### config.mk
export PLATFORM = sky130hd
export DESIGN_NAME = spw_rx_drain
export DESIGN_NICKNAME = d
export VERILOG_FILES = /design/src/rtl/spw_pkg.sv /design/src/rtl/spw_rx_drain_if.sv /design/src/rtl/spw_sync_fifo.sv /design/src/rtl/spw_rx_drain.sv
export SDC_FILE = /design/constraint.sdc
export NUM_CORES = 1
export LEC_CHECK = 0
export ABC_AREA = 1
export CAP_MARGIN = 20
export CORE_ASPECT_RATIO = 0.9
export CORE_MARGIN = 8
export CORE_UTILIZATION = 62
export DETAILED_ROUTE_END_ITERATION = 12
export GPL_ROUTABILITY_DRIVEN = 0
export HOLD_SLACK_MARGIN = 0.03
export PLACE_DENSITY = 0.94
export SYNTH_ARGS = -nofsm -noshare
export SYNTH_HDL_FRONTEND = slang
export SYNTH_HIERARCHICAL = 1
export SYNTH_SLANG_ARGS = --single-unit
### constraint.sdc
create_clock -name CLOCK -period 7.2 [get_ports CLOCK]
set_input_delay 2.16 -clock CLOCK [delete_from_list [all_inputs] [get_ports CLOCK]]
set_output_delay 2.16 -clock CLOCK [all_outputs]
set_load 0.05 [all_outputs]
### src/rtl/spw_pkg.sv
// spw_pkg: shared SpaceWire character codes and the receive-drain read FSM states.
package spw_pkg;
    localparam logic [8:0] SPW_EOP = 9'h100;
    localparam logic [8:0] SPW_EEP = 9'h101;
    typedef enum logic [1:0] {IDLE, REQ, CAPT} spw_rd_state_e;
endpackage

### src/rtl/spw_rx_drain_if.sv
// spw_rx_drain_if: FWFT consumer stream (head word, valid/ready, occupancy).
interface spw_rx_drain_if #(
    parameter int W  = 9,
    parameter int LW = 5
);
    logic [W-1:0]  data;
    logic          valid;
    logic          ready;
    logic [LW-1:0] level;
    modport master (output data, valid, level, input ready);
    modport slave  (input data, valid, level, output ready);
endinterface

### src/rtl/spw_sync_fifo.sv
// spw_sync_fifo: first-word-fall-through synchronous FIFO with occupancy output.
module spw_sync_fifo #(
    parameter int W     = 9,
    parameter int DEPTH = 16
) (
    input  logic           clk_i,
    input  logic           rst_ni,
    input  logic           clr_i,
    input  logic           push_i,
    input  logic [W-1:0]   wdata_i,
    spw_rx_drain_if.master rd_o
);
    localparam int AW = $clog2(DEPTH);
    localparam int CW = AW + 1;
    logic [W-1:0]  mem_q [DEPTH];
    logic [AW-1:0] wr_q, wr_d, rd_q, rd_d;
    logic [CW-1:0] cnt_q, cnt_d;
    logic          pop, wr;
    assign pop        = rd_o.valid && rd_o.ready;
    assign wr         = push_i && !clr_i && (cnt_q != CW'(DEPTH) || pop);
    assign rd_o.valid = cnt_q != '0;
    assign rd_o.data  = rd_o.valid ? mem_q[rd_q] : '0;
    assign rd_o.level = cnt_q;
    always_comb begin
        wr_d  = clr_i ? '0 : wr_q + AW'(wr);
        rd_d  = clr_i ? '0 : rd_q + AW'(pop);
        cnt_d = clr_i ? '0 : cnt_q + CW'(wr) - CW'(pop);
    end
    always_ff @(posedge clk_i or negedge rst_ni) begin
        if (!rst_ni) begin
            wr_q  <= '0;
            rd_q  <= '0;
            cnt_q <= '0;
        end else begin
            wr_q  <= wr_d;
            rd_q  <= rd_d;
            cnt_q <= cnt_d;
        end
    end
    always_ff @(posedge clk_i) begin
        if (wr) mem_q[wr_q] <= wdata_i;
    end
endmodule

### src/rtl/spw_rx_drain.sv
// spw_rx_drain: drains the SpaceWire receive FIFO into a local FWFT buffer.
// EOP/EEP counters exist only with SPW_RX_DRAIN_PKT_STATS_EN defined; otherwise they read 0.
module spw_rx_drain
    import spw_pkg::*;
#(
    parameter int  FIFO_DEPTH = 16,
    parameter int  CNT_W      = 16,
    localparam int LW         = $clog2(FIFO_DEPTH) + 1
) (
    input  logic             CLOCK,
    input  logic             RESETn,
    input  logic             ENABLE,
    input  logic             FLUSH,
    input  logic [8:0]       DATA_O,
    input  logic             RX_EMPTY,
    output logic             RD_DATA,
    output logic [8:0]       RX_DATA,
    output logic             RX_VALID,
    input  logic             RX_READY,
    output logic [LW-1:0]    LEVEL,
    output logic [CNT_W-1:0] PKT_COUNT,
    output logic [CNT_W-1:0] EEP_COUNT
);
    spw_rd_state_e state_q, state_d;
    logic          start, push;
    spw_rx_drain_if #(.W(9), .LW(LW)) buf_if ();
    // At most one word is in flight and it lands before IDLE is re-entered,
    // so the LEVEL check made from IDLE already covers the CAPT slot.
    assign start   = ENABLE && !RX_EMPTY && !FLUSH && LEVEL < LW'(FIFO_DEPTH);
    assign push    = state_q == CAPT && !FLUSH;
    assign RD_DATA = state_q == REQ && !FLUSH;
    always_comb begin
        state_d = state_q == IDLE ? (start ? REQ : IDLE)
                : state_q == REQ  ? (FLUSH ? IDLE : CAPT)
                : IDLE;
    end
    always_ff @(posedge CLOCK or negedge RESETn) begin
        if (!RESETn) state_q <= IDLE;
        else         state_q <= state_d;
    end
    spw_sync_fifo #(.W(9), .DEPTH(FIFO_DEPTH)) u_fifo (
        .clk_i   (CLOCK),
        .rst_ni  (RESETn),
        .clr_i   (FLUSH),
        .push_i  (push),
        .wdata_i (DATA_O),
        .rd_o    (buf_if)
    );
    assign RX_DATA      = buf_if.data;
    assign RX_VALID     = buf_if.valid;
    assign LEVEL        = buf_if.level;
    assign buf_if.ready = RX_READY;
`ifdef SPW_RX_DRAIN_PKT_STATS_EN
    logic [CNT_W-1:0] pkt_q, pkt_d, eep_q, eep_d;
    always_comb begin
        pkt_d = pkt_q + CNT_W'(push && DATA_O == SPW_EOP);
        eep_d = eep_q + CNT_W'(push && DATA_O == SPW_EEP);
    end
    always_ff @(posedge CLOCK or negedge RESETn) begin
        if (!RESETn) begin
            pkt_q <= '0;
            eep_q <= '0;
        end else begin
            pkt_q <= pkt_d;
            eep_q <= eep_d;
        end
    end
    assign PKT_COUNT = pkt_q;
    assign EEP_COUNT = eep_q;
`else
    assign PKT_COUNT = '0;
    assign EEP_COUNT = '0;
`endif
endmodule

==> impl_metrics.prom, run 1 <==
# TYPE chip_impl_metric gauge
chip_impl_metric{name="grt_util_met3",unit="%"} 6.07
chip_impl_metric{name="layout.cell_area.non_filler",unit="sq um"} 7790
chip_impl_metric{name="ys_seq_elements",unit=""} 159
chip_impl_metric{name="leakage",unit="nW"} 2.99
chip_impl_metric{name="hold_ws",unit="ns"} 0.549
chip_impl_metric{name="worst_slew_pin_slew",unit="ns"} 1.01
chip_impl_metric{name="dieWidth",unit="um"} 128
chip_impl_metric{name="clkTransAtPathRegs",unit="ns"} 0.07
chip_impl_metric{name="syn2layout_area_growth",unit="%"} 11.1
chip_impl_metric{name="synth-simple-area-share",unit="%"} 20.7
chip_impl_metric{name="number_of_top_level_pins",unit=""} 63
chip_impl_metric{name="synth-compound-area-share",unit="%"} 1.80
chip_impl_metric{name="antenna_found_initial",unit=""} 0
chip_impl_info{name="rsz0062_at_grt",value="false"} 1
chip_impl_metric{name="global_route.usage.met2",unit="%"} 38.3
chip_impl_metric{name="dp.final_hpwl",unit="mm"} 9.71
chip_impl_metric{name="grt_usage",unit="%"} 23.1
chip_impl_metric{name="place_inst",unit=""} 792
chip_impl_metric{name="power.total",unit="mW"} 2.84
chip_impl_metric{name="cts_max_level",unit=""} 4
chip_impl_info{name="grt_busiest_layer",value="met2"} 1
chip_impl_metric{name="cts-buffers-inserted",unit=""} 17
chip_impl_metric{name="layout.area.seq",unit="sq um"} 4700
chip_impl_metric{name="timing.clock.skew",unit="ns"} 0.0105
chip_impl_metric{name="dieHeight",unit="um"} 117
chip_impl_metric{name="cts.path.max_buffers",unit=""} 2
chip_impl_metric{name="postCtsSetupBuffers",unit=""} 0
chip_impl_metric{name="power-per-cell-area",unit="nW/um^2"} 364
chip_impl_metric{name="post_layout_nonfiller_instances",unit=""} 824
chip_impl_metric{name="period_needed",unit="ns"} 5.99
chip_impl_metric{name="detail_route.iter0.violations",unit=""} 794
chip_impl_metric{name="holdBufCountCts",unit=""} 0
chip_impl_metric{name="max_cap_viol_count",unit=""} 0
chip_impl_metric{name="vias_per_cell",unit=""} 6.08
chip_impl_info{name="netlist_top_cells_area",value="sky130_fd_sc_hd__edfxtp_1, sky130_fd_sc_hd__nand2_1, sky130_fd_sc_hd__nand3_1"} 1
chip_impl_metric{name="largest_net_degree_at_the_start_of_global_routing",unit=""} 73
chip_impl_metric{name="synth_xor_xnor_area_share",unit="%"} 0.250
chip_impl_metric{name="vdd.ir_drop.worst",unit="V"} 0.000267
chip_impl_info{name="yosys.area.top_type",value="sky130_fd_sc_hd__edfxtp_1"} 1
chip_impl_metric{name="num_antenna_cells",unit=""} 0
chip_impl_metric{name="synthMuxAreaShare",unit="%"} 0
chip_impl_metric{name="setup-tns-final",unit="ns"} 0
chip_impl_metric{name="synthDominantCellAreaShare",unit="%"} 61.7
chip_impl_metric{name="multiInputGateArea",unit="sq um"} 1860
chip_impl_metric{name="clock.fmax",unit="MHz"} 167
chip_impl_metric{name="nNetsFinal",unit=""} 681
chip_impl_metric{name="grt.met1_usage",unit="%"} 28.3
chip_impl_info{name="critPathCaptureType",value="output pin"} 1
chip_impl_metric{name="slew-limit-headroom",unit="%"} 32.6
chip_impl_metric{name="synth.distinct_cells",unit=""} 26
chip_impl_metric{name="routed_wl",unit="mm"} 17.0
chip_impl_metric{name="dr.pass1.iters",unit=""} 5
chip_impl_metric{name="synth_seq_area_share",unit="%"} 67.1
chip_impl_metric{name="pre_cts_ws",unit="ns"} 1.22
chip_impl_metric{name="filler_cell_count",unit=""} 701
chip_impl_metric{name="placementRows",unit=""} 37
chip_impl_metric{name="post-route-drc-count",unit=""} 0
chip_impl_metric{name="post-route-period-util",unit="%"} 83.2
chip_impl_metric{name="cts_resized",unit=""} 0
chip_impl_info{name="criticalPathCategory",value="input pin to output pin"} 1
chip_impl_metric{name="mappedNetlistArea",unit="sq um"} 7010
chip_impl_metric{name="start_util",unit="%"} 62.3
chip_impl_metric{name="fp.coreArea",unit="sq um"} 11200
chip_impl_metric{name="synth-adder-area-share",unit="%"} 2.07
chip_impl_metric{name="post_synth_inst_count",unit=""} 632
chip_impl_metric{name="grt_pass1_vias",unit=""} 4816
chip_impl_info{name="combinational_family_with_the_most_area_after_synthesis",value="simple AND/OR/NAND/NOR gates"} 1
chip_impl_metric{name="clk_latency",unit="ns"} 0.43
chip_impl_metric{name="fin_ws",unit="ns"} 1.21
chip_impl_metric{name="postSynthAreaPerCell",unit="sq um"} 11.1
chip_impl_info{name="min-delay-path-class",value="flip-flop to flip-flop"} 1
chip_impl_metric{name="cts.sinks",unit=""} 159
chip_impl_metric{name="timing.final.max_slew_violations",unit=""} 0
chip_impl_metric{name="timing.final.hold_violations",unit=""} 0
chip_impl_info{name="cp-start-kind",value="input pin"} 1
chip_impl_metric{name="placed_area",unit="sq um"} 7190
chip_impl_info{name="cts_tree",value="built"} 1
chip_impl_metric{name="die-area",unit="sq um"} 15000
chip_impl_metric{name="wl_per_cell",unit="um"} 20.6
chip_impl_metric{name="vias_post_dr",unit=""} 5013
chip_impl_info{name="cts_root_buf",value="sky130_fd_sc_hd__clkbuf_16"} 1
chip_impl_metric{name="count_of_warnings_emitted_by_yosys",unit=""} 6
chip_impl_metric{name="final_antenna_net_count",unit=""} 0
chip_impl_metric{name="required",unit="ns"} 5.04
chip_impl_metric{name="globalRoute.totalOverflow",unit=""} 0
chip_impl_metric{name="buffer_ports.inserted",unit=""} 30
chip_impl_metric{name="final_layout_size_suffix_gt1_share",unit="%"} 6.14
chip_impl_metric{name="postLayoutCoreUtil",unit="%"} 69.2
chip_impl_metric{name="worst-path-max-fanout",unit=""} 13
chip_impl_info{name="run_status",value="finished, final reports clean"} 1
chip_impl_metric{name="finalSetupViolCount",unit=""} 0
chip_impl_metric{name="grt_first_pass_wirelength",unit="mm"} 25.8
chip_impl_metric{name="critPathArrivalTime",unit="ns"} 3.83
==> path summary, 6_finish.rpt <==
path | from | endpoint | slack (ns) | cells after the start
worst max-delay path | FLUSH | RD_DATA | 1.21 | 3
worst min-delay path | state_q[1] | state_q[0] | 0.55 | 2
worst max register to register | u_fifo/rd_o.level[3] | u_fifo/rd_o.level[4] | 4.04 | 18
worst min register to register | state_q[1] | state_q[0] | 0.55 | 2
max in group asynchronous | RESETn | u_fifo/rd_q[0] | 4.53 | 1
min in group asynchronous | RESETn | state_q[1] | 2.17 | 1
==> kinds of logic after synthesis <==
logic type,after synthesis
compound gates,25
buf+inv,89
flops,159
simple gates,345
other cells,1
fa+ha+maj,11
xor+xnor,2
==> sequential cells by signal, indices dropped and copies added (netlist names) <==
signal,count
u_fifo/mem_q,144
u_fifo/rd_o.level,5
u_fifo/rd_q,4
u_fifo/wr_q,4
state_q,2
==> layout by cell type (no fill, tap or decap) <==
cell type	synthesis	routed
sky130_fd_sc_hd__nor2_2	1	1
sky130_fd_sc_hd__o21ai_0	6	6
sky130_fd_sc_hd__clkinv_8	0	1
sky130_fd_sc_hd__inv_1	26	26
sky130_fd_sc_hd__buf_4	41	3
sky130_fd_sc_hd__bufinv_16	0	1
sky130_fd_sc_hd__edfxtp_1	144	144
sky130_fd_sc_hd__a21oi_1	18	18
sky130_fd_sc_hd__clkdlybuf4s50_1	0	30
sky130_fd_sc_hd__a31oi_1	1	1
sky130_fd_sc_hd__xnor2_1	1	1
sky130_fd_sc_hd__nor3_2	2	2
sky130_fd_sc_hd__ha_1	10	10
sky130_fd_sc_hd__nor2_1	36	36
sky130_fd_sc_hd__nand2_1	199	199
sky130_fd_sc_hd__inv_6	0	4
sky130_fd_sc_hd__nand4_1	2	2
sky130_fd_sc_hd__nand3_1	102	102
sky130_fd_sc_hd__dfrtp_1	15	14
sky130_fd_sc_hd__nor3_1	2	2
sky130_fd_sc_hd__or2_1	1	1
sky130_fd_sc_hd__fa_1	1	1
sky130_fd_sc_hd__clkinvlp_4	0	3
sky130_fd_sc_hd__conb_1	1	32
sky130_fd_sc_hd__inv_2	1	1
sky130_fd_sc_hd__xor2_1	1	1
sky130_fd_sc_hd__clkbuf_16	0	17
sky130_fd_sc_hd__clkinv_1	1	1
sky130_fd_sc_hd__dfrtp_2	0	1
sky130_fd_sc_hd__inv_8	1	7
==> worst max-delay path, stage by stage <==
cell and delay (ns):
sky130_fd_sc_hd__clkdlybuf4s50_1 0.64, sky130_fd_sc_hd__nor2_1 0.20, sky130_fd_sc_hd__clkdlybuf4s50_1 0.82
==> synth_stat cells <==
master,count
sky130_fd_sc_hd__a21oi_1,18
sky130_fd_sc_hd__a31oi_1,1
sky130_fd_sc_hd__buf_2,10
sky130_fd_sc_hd__buf_4,41
sky130_fd_sc_hd__buf_6,8
sky130_fd_sc_hd__clkbuf_1,1
sky130_fd_sc_hd__clkinv_1,1
sky130_fd_sc_hd__conb_1,1
sky130_fd_sc_hd__dfrtp_1,15
sky130_fd_sc_hd__edfxtp_1,144
sky130_fd_sc_hd__fa_1,1
sky130_fd_sc_hd__ha_1,10
sky130_fd_sc_hd__inv_1,26
sky130_fd_sc_hd__inv_2,1
sky130_fd_sc_hd__inv_8,1
sky130_fd_sc_hd__nand2_1,199
sky130_fd_sc_hd__nand3_1,102
sky130_fd_sc_hd__nand4_1,2
sky130_fd_sc_hd__nor2_1,36
sky130_fd_sc_hd__nor2_2,1
sky130_fd_sc_hd__nor3_1,2
sky130_fd_sc_hd__nor3_2,2
sky130_fd_sc_hd__o21ai_0,6
sky130_fd_sc_hd__or2_1,1
sky130_fd_sc_hd__xnor2_1,1
sky130_fd_sc_hd__xor2_1,1
==> power by group <==
group          internal, mW  switching (mW)
sequential             1.02          0.0648
combinational         0.239           0.607
clock                 0.497           0.409
==> cell type report <==
| type | count | area share (%) |
|---|---|---|
| Sequential cell | 159 | 60.4 |
| Multi-Input combinational cell | 415 | 23.8 |
| Clock buffer | 17 | 5.46 |
| Timing Repair Buffer | 33 | 4.14 |
| Tap cell | 156 | 2.51 |
| Clock inverter | 15 | 2.20 |
| Inverter | 29 | 1.49 |
==> routing by layer <==
layer | part of all wire (%) | wire, um
met4 | 3.3 | 566
met2 | 49 | 8340
met3 | 13 | 2120
met5 | 0 | 0
met1 | 35 | 5930
(Power assumes the default switching activity.)
==> run 2: changes to the inputs <==
--- a/config.mk
+++ b/config.mk
@@ -9,11 +9,11 @@
 export CAP_MARGIN = 20
 export CORE_ASPECT_RATIO = 0.9
 export CORE_MARGIN = 8
-export CORE_UTILIZATION = 62
+export CORE_UTILIZATION = 52
 export DETAILED_ROUTE_END_ITERATION = 12
 export GPL_ROUTABILITY_DRIVEN = 0
 export HOLD_SLACK_MARGIN = 0.03
-export PLACE_DENSITY = 0.94
+export PLACE_DENSITY = 0.85
 export SYNTH_ARGS = -nofsm -noshare
 export SYNTH_HDL_FRONTEND = slang
 export SYNTH_HIERARCHICAL = 1
==> constraint.sdc (replaced) <==
create_clock -name CLOCK -period 5.1 [get_ports CLOCK]
set_input_delay 1.53 -clock CLOCK [delete_from_list [all_inputs] [get_ports CLOCK]]
set_output_delay 1.53 -clock CLOCK [all_outputs]
set_load 0.05 [all_outputs]
==> impl_metrics.prom, run 2 (synthesis gave the netlist of run 1 again) <==
# TYPE chip_impl_metric gauge
chip_impl_metric{name="vias_post_dr",unit=""} 4784
chip_impl_metric{name="dp.final_hpwl",unit="mm"} 9.88
chip_impl_info{name="rsz0062_at_grt",value="false"} 1
chip_impl_metric{name="share_comb_of_total_power",unit="%"} 29.9
chip_impl_metric{name="flip_flop_count_of_the_largest_register_all_copies_and_words_added",unit=""} 144
chip_impl_metric{name="net-switching-power",unit="mW"} 1.42
chip_impl_metric{name="number_of_top_level_pins",unit=""} 63
chip_impl_metric{name="vdd.ir_drop.worst",unit="V"} 0.000347
chip_impl_metric{name="p_int",unit="mW"} 2.52
chip_impl_info{name="critPathCaptureType",value="output pin"} 1
chip_impl_metric{name="cts.path.max_buffers",unit=""} 2
chip_impl_metric{name="grt_first_pass_wirelength",unit="mm"} 24.7
chip_impl_metric{name="final_layout_size_suffix_gt1_share",unit="%"} 6.56
chip_impl_metric{name="post-route-drc-count",unit=""} 0
chip_impl_metric{name="worst_slew_pin_slew",unit="ns"} 0.955
chip_impl_metric{name="fp.coreArea",unit="sq um"} 13300
chip_impl_metric{name="timing.clock.skew",unit="ns"} 0.00801
chip_impl_info{name="cts_root_buf",value="sky130_fd_sc_hd__clkbuf_16"} 1
chip_impl_info{name="timing.rr.start",value="u_fifo/rd_o.level[3]"} 1
chip_impl_info{name="worst_hold_path.endpoint",value="state_q[0]"} 1
chip_impl_metric{name="cts.sinks",unit=""} 159
chip_impl_metric{name="fin_ws",unit="ns"} 0.236
chip_impl_metric{name="postCtsSetupBuffers",unit=""} 0
chip_impl_metric{name="leakage",unit="nW"} 3.00
chip_impl_metric{name="clock.fmax",unit="MHz"} 206
chip_impl_metric{name="dieHeight",unit="um"} 126
chip_impl_metric{name="required",unit="ns"} 3.57
chip_impl_metric{name="pre_cts_ws",unit="ns"} 0.703
chip_impl_metric{name="max_cap_viol_count",unit=""} 0
chip_impl_metric{name="clkTransAtPathRegs",unit="ns"} 0.06
chip_impl_info{name="cts_tree",value="built"} 1
chip_impl_info{name="cp-start-kind",value="flip-flop"} 1
chip_impl_metric{name="final_antenna_net_count",unit=""} 0
chip_impl_metric{name="pwr-share-seq",unit="%"} 38.5
chip_impl_metric{name="start_util",unit="%"} 52.8
chip_impl_metric{name="largest_net_degree_at_the_start_of_global_routing",unit=""} 73
chip_impl_metric{name="grt_usage",unit="%"} 18.1
chip_impl_metric{name="placementRows",unit=""} 40
chip_impl_info{name="min-delay-path-class",value="flip-flop to flip-flop"} 1
chip_impl_metric{name="cts_resized",unit=""} 0
chip_impl_metric{name="min_path_cells",unit=""} 2
chip_impl_metric{name="timing.final.hold_violations",unit=""} 0
chip_impl_metric{name="grt_pass1_vias",unit=""} 4635
chip_impl_metric{name="critPathArrivalTime",unit="ns"} 3.33
chip_impl_info{name="top_register",value="u_fifo/mem_q"} 1
chip_impl_metric{name="syn2layout_area_growth",unit="%"} 11.7
chip_impl_metric{name="nNetsFinal",unit=""} 684
chip_impl_info{name="r2r-end",value="u_fifo/rd_o.level[4]"} 1
chip_impl_info{name="hold_path_startpoint",value="state_q[1]"} 1
chip_impl_metric{name="detail_route.iter0.violations",unit=""} 549
chip_impl_metric{name="routed_wl",unit="mm"} 15.8
chip_impl_metric{name="dr.pass1.iters",unit=""} 5
chip_impl_metric{name="timing.final.max_slew_violations",unit=""} 0
chip_impl_metric{name="power_frac_clock",unit="%"} 31.6
chip_impl_info{name="run_status",value="finished, final reports clean"} 1
chip_impl_info{name="layout_commonest_cell",value="sky130_fd_sc_hd__nand2_1"} 1
chip_impl_metric{name="post-route-period-util",unit="%"} 95.4
chip_impl_info{name="layout_common_cells",value="sky130_fd_sc_hd__nand2_1, sky130_fd_sc_hd__edfxtp_1, sky130_fd_sc_hd__nand3_1"} 1
chip_impl_metric{name="die-area",unit="sq um"} 17500
chip_impl_metric{name="setup-tns-final",unit="ns"} 0
chip_impl_metric{name="holdBufCountCts",unit=""} 0
chip_impl_metric{name="antenna_found_initial",unit=""} 0
chip_impl_metric{name="clk_latency",unit="ns"} 0.42
chip_impl_metric{name="power-per-cell-area",unit="nW/um^2"} 504
chip_impl_metric{name="power.share.switching",unit="%"} 36.0
chip_impl_metric{name="cts_max_level",unit=""} 4
chip_impl_metric{name="r2r_setup_slack",unit="ns"} 2.03
chip_impl_metric{name="finalSetupViolCount",unit=""} 0
chip_impl_metric{name="period_needed",unit="ns"} 4.86
chip_impl_metric{name="buffer_ports.inserted",unit=""} 30
chip_impl_metric{name="num_antenna_cells",unit=""} 0
chip_impl_metric{name="cts-buffers-inserted",unit=""} 17
chip_impl_info{name="criticalPathCategory",value="flip-flop to output pin"} 1
chip_impl_metric{name="dieWidth",unit="um"} 138
chip_impl_metric{name="worst-path-max-fanout",unit=""} 34
chip_impl_metric{name="slew-limit-headroom",unit="%"} 36.1
chip_impl_metric{name="wl_per_cell",unit="um"} 18.9
chip_impl_metric{name="timing.reg2reg.worst_path_depth",unit=""} 18
chip_impl_metric{name="globalRoute.totalOverflow",unit=""} 0
chip_impl_metric{name="vias_per_cell",unit=""} 5.70
chip_impl_metric{name="power.total",unit="mW"} 3.94
chip_impl_metric{name="filler_cell_count",unit=""} 971
[run 2: changes by cell type in the layout (fill, tap and decap cells not counted), sizes merged]
cell,before,now
clkbuf,17,18
bufinv,1,2
buf,3,6
inv,38,30
clkinv,2,7
clkinvlp,3,4
[run 2: final cells by class]
class | instances | area, sq um | share of cell area, %
clock buffers | 18 | 439 | 5.61
clock inverters | 14 | 160 | 2.05
inverters | 29 | 116 | 1.49
multi-input cells | 415 | 1860 | 23.7
flip-flops and latches | 159 | 4700 | 60.0
well taps | 168 | 210 | 2.68
repair buffers | 36 | 345 | 4.41
[run 2: how the worst max path moves through the flow]
stage / from / end / slack (ns) / depth (start not counted)
after floorplan: u_fifo/rd_o.level[2] / RX_DATA[8] / 1.30 / 7
after global placement: FLUSH / RD_DATA / 0.69 / 3
after detailed placement: FLUSH / RD_DATA / 0.70 / 3
after CTS: u_fifo/rd_q[1] / RX_DATA[0] / 0.29 / 8
after global routing: u_fifo/rd_q[0] / RX_DATA[3] / 0.16 / 8
final: u_fifo/rd_q[1] / RX_DATA[0] / 0.24 / 8
[run 2: per-layer routing]
layer	up-vias	wire length (um)	global-route usage (%)
met3	30	1690	5.00
li1	2136	-	-
met4	0	363	6.64
met5	-	0	0
met2	310	7850	30.9
met1	2308	5940	21.4
[run 2: worst max-delay path, stage by stage (launching register included)]
cell                              delay [ns]
sky130_fd_sc_hd__dfrtp_1                0.56
sky130_fd_sc_hd__buf_4                  0.32
sky130_fd_sc_hd__inv_2                  0.33
sky130_fd_sc_hd__nand3_1                0.23
sky130_fd_sc_hd__nand3_1                0.15
sky130_fd_sc_hd__nand2_1                0.12
sky130_fd_sc_hd__nand2_1                0.05
sky130_fd_sc_hd__a21oi_1                0.27
sky130_fd_sc_hd__clkdlybuf4s50_1        0.86
[run 2: per-stage QoR]
step	std cells	hold WS (ns)	area, sq um	utilization [%]
6_report	839	0.513	7830	59.0
5_1_grt	839	0.529	7830	59.0
4_1_cts	839	0.518	7830	59.0
2_1_floorplan	663	0.475	7120	-
3_3_place_gp	807	0.488	7230	54.5
3_5_place_dp	807	0.501	7230	54.5
[run 2: power by group through the flow]
stage | Clock (mW) | Combinational [mW] | Sequential, mW
CTS | 1.25 | 1.17 | 1.52
detailed placement | 0 | 1.16 | 1.54
floorplan | 0 | 0.880 | 1.55
finish | 1.25 | 1.18 | 1.52
global placement | 0 | 1.12 | 1.54
global route | 1.31 | 1.28 | 1.52
